$ cat config.mk
export PLATFORM = sky130hd
export DESIGN_NAME = instr_encoder_loader_flat
export DESIGN_NICKNAME = d
export VERILOG_FILES = /design/src/rtl/instr_encoder_loader_if.sv /design/src/rtl/instr_encoder_loader.sv /design/src/flat_wrapper.sv
export SDC_FILE = /design/constraint.sdc
export NUM_CORES = 1
export LEC_CHECK = 0
export ABC_AREA = 1
export CELL_PAD_IN_SITES_DETAIL_PLACEMENT = 0
export CELL_PAD_IN_SITES_GLOBAL_PLACEMENT = 1
export CORE_MARGIN = 5
export CORE_UTILIZATION = 30
export DETAILED_ROUTE_END_ITERATION = 16
export PLACE_DENSITY_LB_ADDON = 0.3
export SLEW_MARGIN = 40
export SYNTH_ARGS = -nofsm -noshare
export SYNTH_HDL_FRONTEND = slang
export SYNTH_SLANG_ARGS = --single-unit
$ cat constraint.sdc
create_clock -name clk -period 2.49 [get_ports clk]
set_clock_uncertainty 0.05 [all_clocks]
set_input_delay 0.498 -clock clk [delete_from_list [all_inputs] [get_ports clk]]
set_output_delay 0.498 -clock clk [all_outputs]
set_load 0.02 [all_outputs]
$ cat src/rtl/instr_encoder_loader_if.sv
// rtl/instr_encoder_loader_if.sv - field-set input and memory write bus for the encoder loader
interface instr_encoder_loader_if #(
    parameter int DEPTH = 64
);
    logic                     start;
    logic                     last;
    logic                     in_valid;
    logic                     in_ready;
    logic [2:0]               fmt;
    logic [4:0]               rd;
    logic [4:0]               rs1;
    logic [4:0]               rs2;
    logic [2:0]               funct3;
    logic                     funct7b5;
    logic [20:0]              imm;
    logic                     mem_we;
    logic [31:0]              mem_addr;
    logic [31:0]              mem_wdata;
    logic [$clog2(DEPTH):0]   count;
    logic                     busy;
    logic                     done;
    logic                     err;

    modport master (
        output start, last, in_valid, fmt, rd, rs1, rs2, funct3, funct7b5, imm,
        input  in_ready, mem_we, mem_addr, mem_wdata, count, busy, done, err
    );

    modport slave (
        input  start, last, in_valid, fmt, rd, rs1, rs2, funct3, funct7b5, imm,
        output in_ready, mem_we, mem_addr, mem_wdata, count, busy, done, err
    );
endinterface

$ cat src/rtl/instr_encoder_loader.sv
// rtl/instr_encoder_loader.sv - encodes RV32I field sets and writes them sequentially to memory
module instr_encoder_loader #(
    parameter logic [31:0] BASE_ADDR = 32'h0000_0000,
    parameter int          DEPTH     = 64
) (
    input  logic                   clk,
    input  logic                   reset,
    instr_encoder_loader_if.slave  bus
);
    localparam int            CW      = $clog2(DEPTH) + 1;
    localparam logic [CW-1:0] DEPTH_C = CW'(DEPTH);

    typedef enum logic [1:0] {IDLE, LOAD, FLUSH} state_t;

    state_t         state;
    logic [CW-1:0]  ptr;
    logic [CW-1:0]  count_q;
    logic           mem_we_q;
    logic [31:0]    mem_addr_q;
    logic [31:0]    mem_wdata_q;
    logic           busy_q;
    logic           done_q;
    logic           err_q;

    logic           in_ready_c;
    logic           accept;
    logic           legal;
    logic [31:0]    enc;

    // A start pulse always wins over a beat presented in the same cycle.
    assign in_ready_c = (state == LOAD) && (ptr < DEPTH_C);
    assign accept     = bus.in_valid && in_ready_c && !bus.start;

    assign bus.in_ready  = in_ready_c;
    assign bus.mem_we    = mem_we_q;
    assign bus.mem_addr  = mem_addr_q;
    assign bus.mem_wdata = mem_wdata_q;
    assign bus.count     = count_q;
    assign bus.busy      = busy_q;
    assign bus.done      = done_q;
    assign bus.err       = err_q;

    // Legality check and RV32I word assembly for the current field set.
    always_comb begin
        legal = 1'b1;
        enc   = 32'h0;
        case (bus.fmt)
            3'd0: enc = {bus.imm[11:0], bus.rs1, 3'b010, bus.rd, 7'b0000011};
            3'd1: enc = {bus.imm[11:5], bus.rs2, bus.rs1, 3'b010, bus.imm[4:0], 7'b0100011};
            3'd2: enc = {1'b0, bus.funct7b5, 5'b00000, bus.rs2, bus.rs1, bus.funct3, bus.rd, 7'b0110011};
            3'd3: begin
                enc   = {bus.imm[12], bus.imm[10:5], bus.rs2, bus.rs1, 3'b000,
                         bus.imm[4:1], bus.imm[11], 7'b1100011};
                legal = !bus.imm[0];
            end
            3'd4: enc = {bus.imm[11:0], bus.rs1, bus.funct3, bus.rd, 7'b0010011};
            3'd5: begin
                enc   = {bus.imm[20], bus.imm[10:1], bus.imm[11], bus.imm[19:12], bus.rd, 7'b1101111};
                legal = !bus.imm[0];
            end
            default: legal = 1'b0;
        endcase
    end

    // Session FSM with registered write port, counters and status flags.
    always_ff @(posedge clk or posedge reset) begin
        if (reset) begin
            state       <= IDLE;
            ptr         <= '0;
            count_q     <= '0;
            mem_we_q    <= 1'b0;
            mem_addr_q  <= BASE_ADDR;
            mem_wdata_q <= 32'h0;
            busy_q      <= 1'b0;
            done_q      <= 1'b0;
            err_q       <= 1'b0;
        end else begin
            done_q   <= 1'b0;
            mem_we_q <= 1'b0;
            if (mem_we_q) begin
                count_q <= count_q + 1'b1;
            end
            if (bus.start) begin
                state   <= LOAD;
                busy_q  <= 1'b1;
                ptr     <= '0;
                count_q <= '0;
                err_q   <= 1'b0;
            end else begin
                case (state)
                    IDLE: ;
                    LOAD: begin
                        if (accept) begin
                            if (legal) begin
                                mem_we_q    <= 1'b1;
                                mem_addr_q  <= BASE_ADDR + (32'(ptr) << 2);
                                mem_wdata_q <= enc;
                                ptr         <= ptr + 1'b1;
                            end else begin
                                err_q <= 1'b1;
                            end
                            if (bus.last || (legal && (ptr + 1'b1 == DEPTH_C))) begin
                                state <= FLUSH;
                            end
                        end
                    end
                    FLUSH: begin
                        // The only possible pending write retires during this cycle.
                        state  <= IDLE;
                        busy_q <= 1'b0;
                        done_q <= 1'b1;
                    end
                    default: begin
                        state  <= IDLE;
                        busy_q <= 1'b0;
                    end
                endcase
            end
        end
    end
endmodule

$ cat src/flat_wrapper.sv
// flat-port wrapper written by rule: the top's interface ports become plain ports
module instr_encoder_loader_flat 
#(
    parameter logic [31:0] BASE_ADDR = 32'h0000_0000,
    parameter int          DEPTH     = 64
)
  (clk, reset, bus_start, bus_last, bus_in_valid, bus_fmt, bus_rd, bus_rs1, bus_rs2, bus_funct3, bus_funct7b5, bus_imm, bus_in_ready, bus_mem_we, bus_mem_addr, bus_mem_wdata, bus_count, bus_busy, bus_done, bus_err);
  instr_encoder_loader_if #(.DEPTH(DEPTH)) bus_i ();
  input  logic clk;
  input  logic reset;
  input wire logic [$bits(bus_i.start)-1:0] bus_start;
  input wire logic [$bits(bus_i.last)-1:0] bus_last;
  input wire logic [$bits(bus_i.in_valid)-1:0] bus_in_valid;
  input wire logic [$bits(bus_i.fmt)-1:0] bus_fmt;
  input wire logic [$bits(bus_i.rd)-1:0] bus_rd;
  input wire logic [$bits(bus_i.rs1)-1:0] bus_rs1;
  input wire logic [$bits(bus_i.rs2)-1:0] bus_rs2;
  input wire logic [$bits(bus_i.funct3)-1:0] bus_funct3;
  input wire logic [$bits(bus_i.funct7b5)-1:0] bus_funct7b5;
  input wire logic [$bits(bus_i.imm)-1:0] bus_imm;
  output wire logic [$bits(bus_i.in_ready)-1:0] bus_in_ready;
  output wire logic [$bits(bus_i.mem_we)-1:0] bus_mem_we;
  output wire logic [$bits(bus_i.mem_addr)-1:0] bus_mem_addr;
  output wire logic [$bits(bus_i.mem_wdata)-1:0] bus_mem_wdata;
  output wire logic [$bits(bus_i.count)-1:0] bus_count;
  output wire logic [$bits(bus_i.busy)-1:0] bus_busy;
  output wire logic [$bits(bus_i.done)-1:0] bus_done;
  output wire logic [$bits(bus_i.err)-1:0] bus_err;
  assign bus_i.start = bus_start;
  assign bus_i.last = bus_last;
  assign bus_i.in_valid = bus_in_valid;
  assign bus_i.fmt = bus_fmt;
  assign bus_i.rd = bus_rd;
  assign bus_i.rs1 = bus_rs1;
  assign bus_i.rs2 = bus_rs2;
  assign bus_i.funct3 = bus_funct3;
  assign bus_i.funct7b5 = bus_funct7b5;
  assign bus_i.imm = bus_imm;
  assign bus_in_ready = bus_i.in_ready;
  assign bus_mem_we = bus_i.mem_we;
  assign bus_mem_addr = bus_i.mem_addr;
  assign bus_mem_wdata = bus_i.mem_wdata;
  assign bus_count = bus_i.count;
  assign bus_busy = bus_i.busy;
  assign bus_done = bus_i.done;
  assign bus_err = bus_i.err;
  instr_encoder_loader #(.BASE_ADDR(BASE_ADDR), .DEPTH(DEPTH)) u_core (.clk(clk), .reset(reset), .bus(bus_i));
endmodule
# Word-level counts from Yosys, hierarchy flattened
# Cells that the tools add are included.
[op_classes]
n_addsub = 2
n_mul = 0
div_mod_pow = 0
order_cmp = 1
eq_ne = 13
n_shift = 0
muxes = 24
bitwise_logic = 1
reduce_logical = 20
[ops]
columns = ["operator", "count"]
rows = [
  ["$pmux 32 s6", 1],
  ["$mux 7", 6],
  ["$add 7x1->7 const B", 2],
  ["$mux 1", 12],
  ["$reduce_and 3->1", 3],
  ["$reduce_bool 2->1", 4],
  ["$eq 7x7->1 const B", 1],
  ["$lt 7x7->1 const B", 1],
  ["$eq 3x2->1 const B", 2],
  ["$eq 3x3->1 const B", 2],
  ["$mux 2", 3],
  ["$logic_and 1x1->1", 4],
  ["$ne 2x2->1 const B", 2],
  ["$pmux 2 s2", 1],
  ["$reduce_and 4->1", 1],
  ["$reduce_or 2->1", 2],
  ["$reduce_or 4->1", 1],
  ["$eq 3x1->1 const B", 1],
  ["$logic_not 3->1", 1],
  ["$ne 3x2->1 const B", 1],
  ["$ne 3x3->1 const B", 1],
  ["$eq 2x1->1 const B", 1],
  ["$eq 2x2->1 const B", 1],
  ["$logic_not 1->1", 2],
  ["5 further kinds", 5],
]
[word_totals]
regBits = 59
latch_bits = 0
ramBits = 0
mem_bits_ro = 0
input_bits = 48
elab_cells = 70
memories = 0

# Depth between registers and ports, before layout
[depth]
ltp_word = 9
ltp_mapped = 11
depth_no_buf = 9

# Least setup slack after synthesis
# Ideal clock, no wire load.
[synth_path]
kind = "register -> register"
startpoint = "register u_core.state[1]"
endpoint = "register u_core.mem_wdata_q[21], in the netlist u_core.bus.mem_wdata[21]"
setup_time_ps = 116
t_arrival_ps = 1542
path_slack_ps = 781
path_stages_with_launch = 11
n_path_buf = 2
period_less_slack_ps = 1709
path_cell_list = "dfrtp_1 inv_2 nand2_1 nor2_1 nand2_1 nor2_1 nand2_2 buf_6 buf_6 nand2_1 nand2_1"
[synth_between]
elab_chain_len = 5
[synth_rtl]
columns = ["element", "line_no", "rtl"]
rows = [
  ["start: declaration", "instr_encoder_loader.sv:15", "state_t state;"],
  ["start signal: assignment", "instr_encoder_loader.sv:68", "state <= IDLE;"],
  ["start signal: assignment", "instr_encoder_loader.sv:84", "state <= LOAD;"],
  ["start signal: assignment", "instr_encoder_loader.sv:103", "state <= FLUSH;"],
  ["$eq 2x1->1", "instr_encoder_loader.sv:31", "assign in_ready_c = (state == LOAD) && (ptr < DEPTH_C);"],
  ["$logic_and 1x1->1", "instr_encoder_loader.sv:31", ""],
  ["via bus_in_ready", "flat_wrapper.sv:21", "output wire logic [$bits(bus_i.in_ready)-1:0] bus_in_ready;"],
  ["$logic_and 1x1->1 (2 in series)", "instr_encoder_loader.sv:32", "assign accept = bus.in_valid && in_ready_c && !bus.start;"],
  ["$reduce_and 4->1 (no source line)", "n/a", ""],
  ["end signal: assignment", "instr_encoder_loader.sv:97", "mem_wdata_q <= enc;"],
  ["end: declaration", "instr_encoder_loader.sv:20", "logic [31:0] mem_wdata_q;"],
]
# The timed path passes the listed nets, and every way through them passes these cells.
# A chain may end at the register's enable or synchronous reset.

# Worst setup path in the final report
[layout_path]
startpoint = "register u_core.state[1]"
endpoint = "output bus_in_ready"
[layout_between]
elab_chain_len = 2
[layout_rtl]
columns = ["element", "line_no"]
rows = [
  ["$eq 2x1->1", "instr_encoder_loader.sv:31"],
  ["$logic_and 1x1->1", "instr_encoder_loader.sv:31"],
  ["end: declaration", "flat_wrapper.sv:21"],
]
# Every way passes these cells.

==> summary.md <==
Global route
• wire length of the first global-routing pass: 12,720 microns
• antenna violations before repair: 0
• overall routing resource usage: 0.1384
• vias in the first global route: 2,641
• maximum number of pins on one net before global-route repair: 58
• global-route congestion overflow total: 0

Synth
• ys flop type: dfrtp_1
• most used standard cell by instance count after synthesis: nand2_1
• main area contributors after synthesis: dfrtp_1 49%, nand2_1 18%, buf_4 7.2%, nand3_1 4.3%, o21ai_0 3.9%
• total of flip-flops plus latches after synthesis: 57
• number of instances in the synthesized netlist: 378
• async set or reset register ratio after synthesis: 1.000
• count of distinct cell types in the synthesized netlist: 26
• Yosys warning total: 0
• cell type contributing the most total cell area after synthesis: dfrtp_1
• per-instance average area after synthesis: 7.739 sq um
• list of most frequent post-synthesis cells: 140 x nand2_1, 57 x dfrtp_1, 28 x buf_4, 25 x nand3_1
• number of enable flip-flop cells after synthesis: 0
• sequential element share of the synthesized area: 0.4876
• area share of the leading cell type in the synthesized netlist: 0.4876
• post-synthesis cell area: 0.002925 sq mm

Worst setup path
• Worst Setup Path Type: reg2out
• worst setup path start: u_core.state[1]$_DFFE_PP0P_
• Worst path max stage delay: 630 ps
• Slowest-stage cell, CP: clkdlybuf4s50_1
• Crit. End Element: output port
• reg-to-reg setup timing slack: 880 ps
• Critical R2R Capture: u_core.bus.mem_wdata[14]$_DFFE_PP0P_
• kind of launch point of the worst setup path: register
• startpoint of the lowest-slack register-to-register path: u_core.state[1]$_DFFE_PP0P_
• capture point of the worst path: bus_in_ready
• signal arrival time at the worst endpoint: 1580 ps
• CP required: 1940 ps
• worst-case reg-to-reg path depth: 9
• maximum fanout count along the critical path: 3
• ordered list of cells on the worst path: inv_2 > nand2_1 > nor2_1 > clkdlybuf4s50_1

Routing
• final antenna-violating net count: 0
• final routed wire length divided by cell count: 12.59 microns
• DRT iter0 DRCs: 48
• number of remaining DRC errors: 0
• count of TritonRoute iterations in the first routing pass: 4
• Avg Vias per Cell: 4.237
• Post-Route WL: 7794 microns
• DR vias: 2,623

Clock network
• number of clock buffers inserted by TritonCTS: 9
• number of levels the H-tree was split into: 3
• Clock Path Buffers: 2
• count of clock tree sinks: 57
• post_cts resized: 0
• clock insertion delay at the later pin of the skew report: 330 ps
• post-cts hold buffer count: 0
• clock tree from TritonCTS: yes
• post-CTS setup-driven buffer insertion count: 0
• clock-pin slew on the worst setup and hold paths: 60 ps
• root cell of the clock tree: clkbuf_8

Power and ir drop
• power density over the cells: 681.8 mW/mm^2
• maximum VDD drop: 361.5 uV
• leakage power: 0.001993 uW
• total power consumption of the routed design: 2853 uW

Place
• pre-CTS worst setup slack: 100.9 ps
• Final GP Congestion: 0.8420
• placed wire-length estimate: 5935 microns
• buffers added on ports: 98

Floorplan
• total core area: 0.009639 sq mm
• number of placement rows: 36
• effective utilization at floorplan: 0.3035
• die width: 108.7 microns
• I/O pin cnt: 124
• overall die area: 0.01183 sq mm
• vertical extent of the die: 108.7 microns

Worst hold path
• Hold/Removal Path Class: reg2reg

Layout
• fraction of final layout cells with drive strength greater than 1: 0.07202
• antenna diode instance count: 0
• nets@finish: 533
• area growth from synthesis to layout: 43.03%
• utilization after layout: 0.4341

STA
• unrepaired setup endpoints after global routing: no
• worst hold slack across all endpoints: 409.2 ps
• worst path setup slack after routing: 358.7 ps
• fin crit period: 2131 ps
• number of pins with negative max-slew slack in the final report: 0
• portion of the clock cycle consumed by the worst path in the final layout: 0.8559
• setup tns final: 0 ps
• Final setup violation count: 0
• Max Freq: 469.2 MHz
• count of final hold-check violations: 0

Status
• outcome: completed

Job
• max-capacitance violation count: 0

## routing by layer
metal  GRT usage  vias to the layer above  share of wire
met5           0                        -              0
met4     0.06492                        0          0.019
met3     0.04618                       11          0.069
li1            -                     1344              -
met2      0.2140                       75           0.46
met1      0.1745                     1193           0.45
## cell families (layout without fill, tap and decap cells)
group,after synthesis,count (layout),share of synthesized area
buffers and inverters,68,152,0.1309
other,1,25,0.001282
flip-flops,57,57,0.4876
XOR/XNOR,1,1,0.002995
adder cells (fa/ha/maj),3,3,0.01283
AND/OR/NAND/NOR,197,197,0.2742
AO/OA/AOI/OAI,51,51,0.09025
## state kept, by name, indices dropped and copies added, names as in the netlist
| register | cells |
|---|---|
| u_core.bus.mem_wdata | 30 |
| u_core.bus.err | 1 |
| u_core.bus.mem_addr | 7 |
| u_core.ptr | 7 |
| u_core.bus.busy | 1 |
| u_core.bus.done | 1 |
| u_core.bus.mem_we | 1 |
| u_core.state | 2 |
| u_core.bus.count | 7 |
## worst min-delay path by stage
stage	depth (start not counted)	slack, ps	from	endpoint
after floorplan	1	380	u_core.state[0]$_DFFE_PP0P_	u_core.bus.done$_DFF_PP0_
after global placement	1	390	u_core.state[0]$_DFFE_PP0P_	u_core.bus.done$_DFF_PP0_
after detailed placement	1	400	u_core.state[0]$_DFFE_PP0P_	u_core.bus.done$_DFF_PP0_
after CTS	1	410	u_core.state[0]$_DFFE_PP0P_	u_core.bus.done$_DFF_PP0_
after global routing	1	420	u_core.state[0]$_DFFE_PP0P_	u_core.bus.done$_DFF_PP0_
final	1	410	u_core.state[0]$_DFFE_PP0P_	u_core.bus.done$_DFF_PP0_
## where the power goes
group | internal, uW | total (uW) | switching [uW] | leakage (uW)
Clock | 508 | 862 | 354 | 0.000102
Combinational | 392 | 841 | 448 | 0.00114
Sequential | 1060 | 1150 | 86.8 | 0.000750
Total | 1960 | 2850 | 889 | 0.00199
## worst max-delay path, delay by kind of cell, from the launching register on
family / cells / cell delay [ps]
buf+inv: 2 / 690
flops: 1 / 380
simple gates: 2 / 170
## cells in the final DEF (no fill, tap or decap), types with 4 or more instances in the layout
cell type        count
nand2_1            140
buf_4                8
inv_1               22
clkdlybuf4s50_1     98
o21ai_1             15
o21ai_0             23
nand3_1             25
conb_1              25
nor3_1               4
dfrtp_1             57
clkbuf_8            11
inv_2                6
a21oi_1             10
nor2_1              20
## layout make-up
cell class                      instances  area, sq um
Sequential cell                        57         1426
Inverter                               29        108.9
Fill cell                            1021         5455
Timing Repair Buffer                  108         1081
Multi-Input combinational cell        277         1206
Clock inverter                          3        40.04
Clock buffer                           12        155.1
Tap cell                              133        166.4
## per-stage QoR
stage / area [sq um] / cells
2_1_floorplan: 3015 / 402
3_5_place_dp: 3989 / 604
4_1_cts: 4184 / 619
5_1_grt: 4184 / 619
3_3_place_gp: 3989 / 604
6_report: 4184 / 619
(Power assumes the default switching activity.)
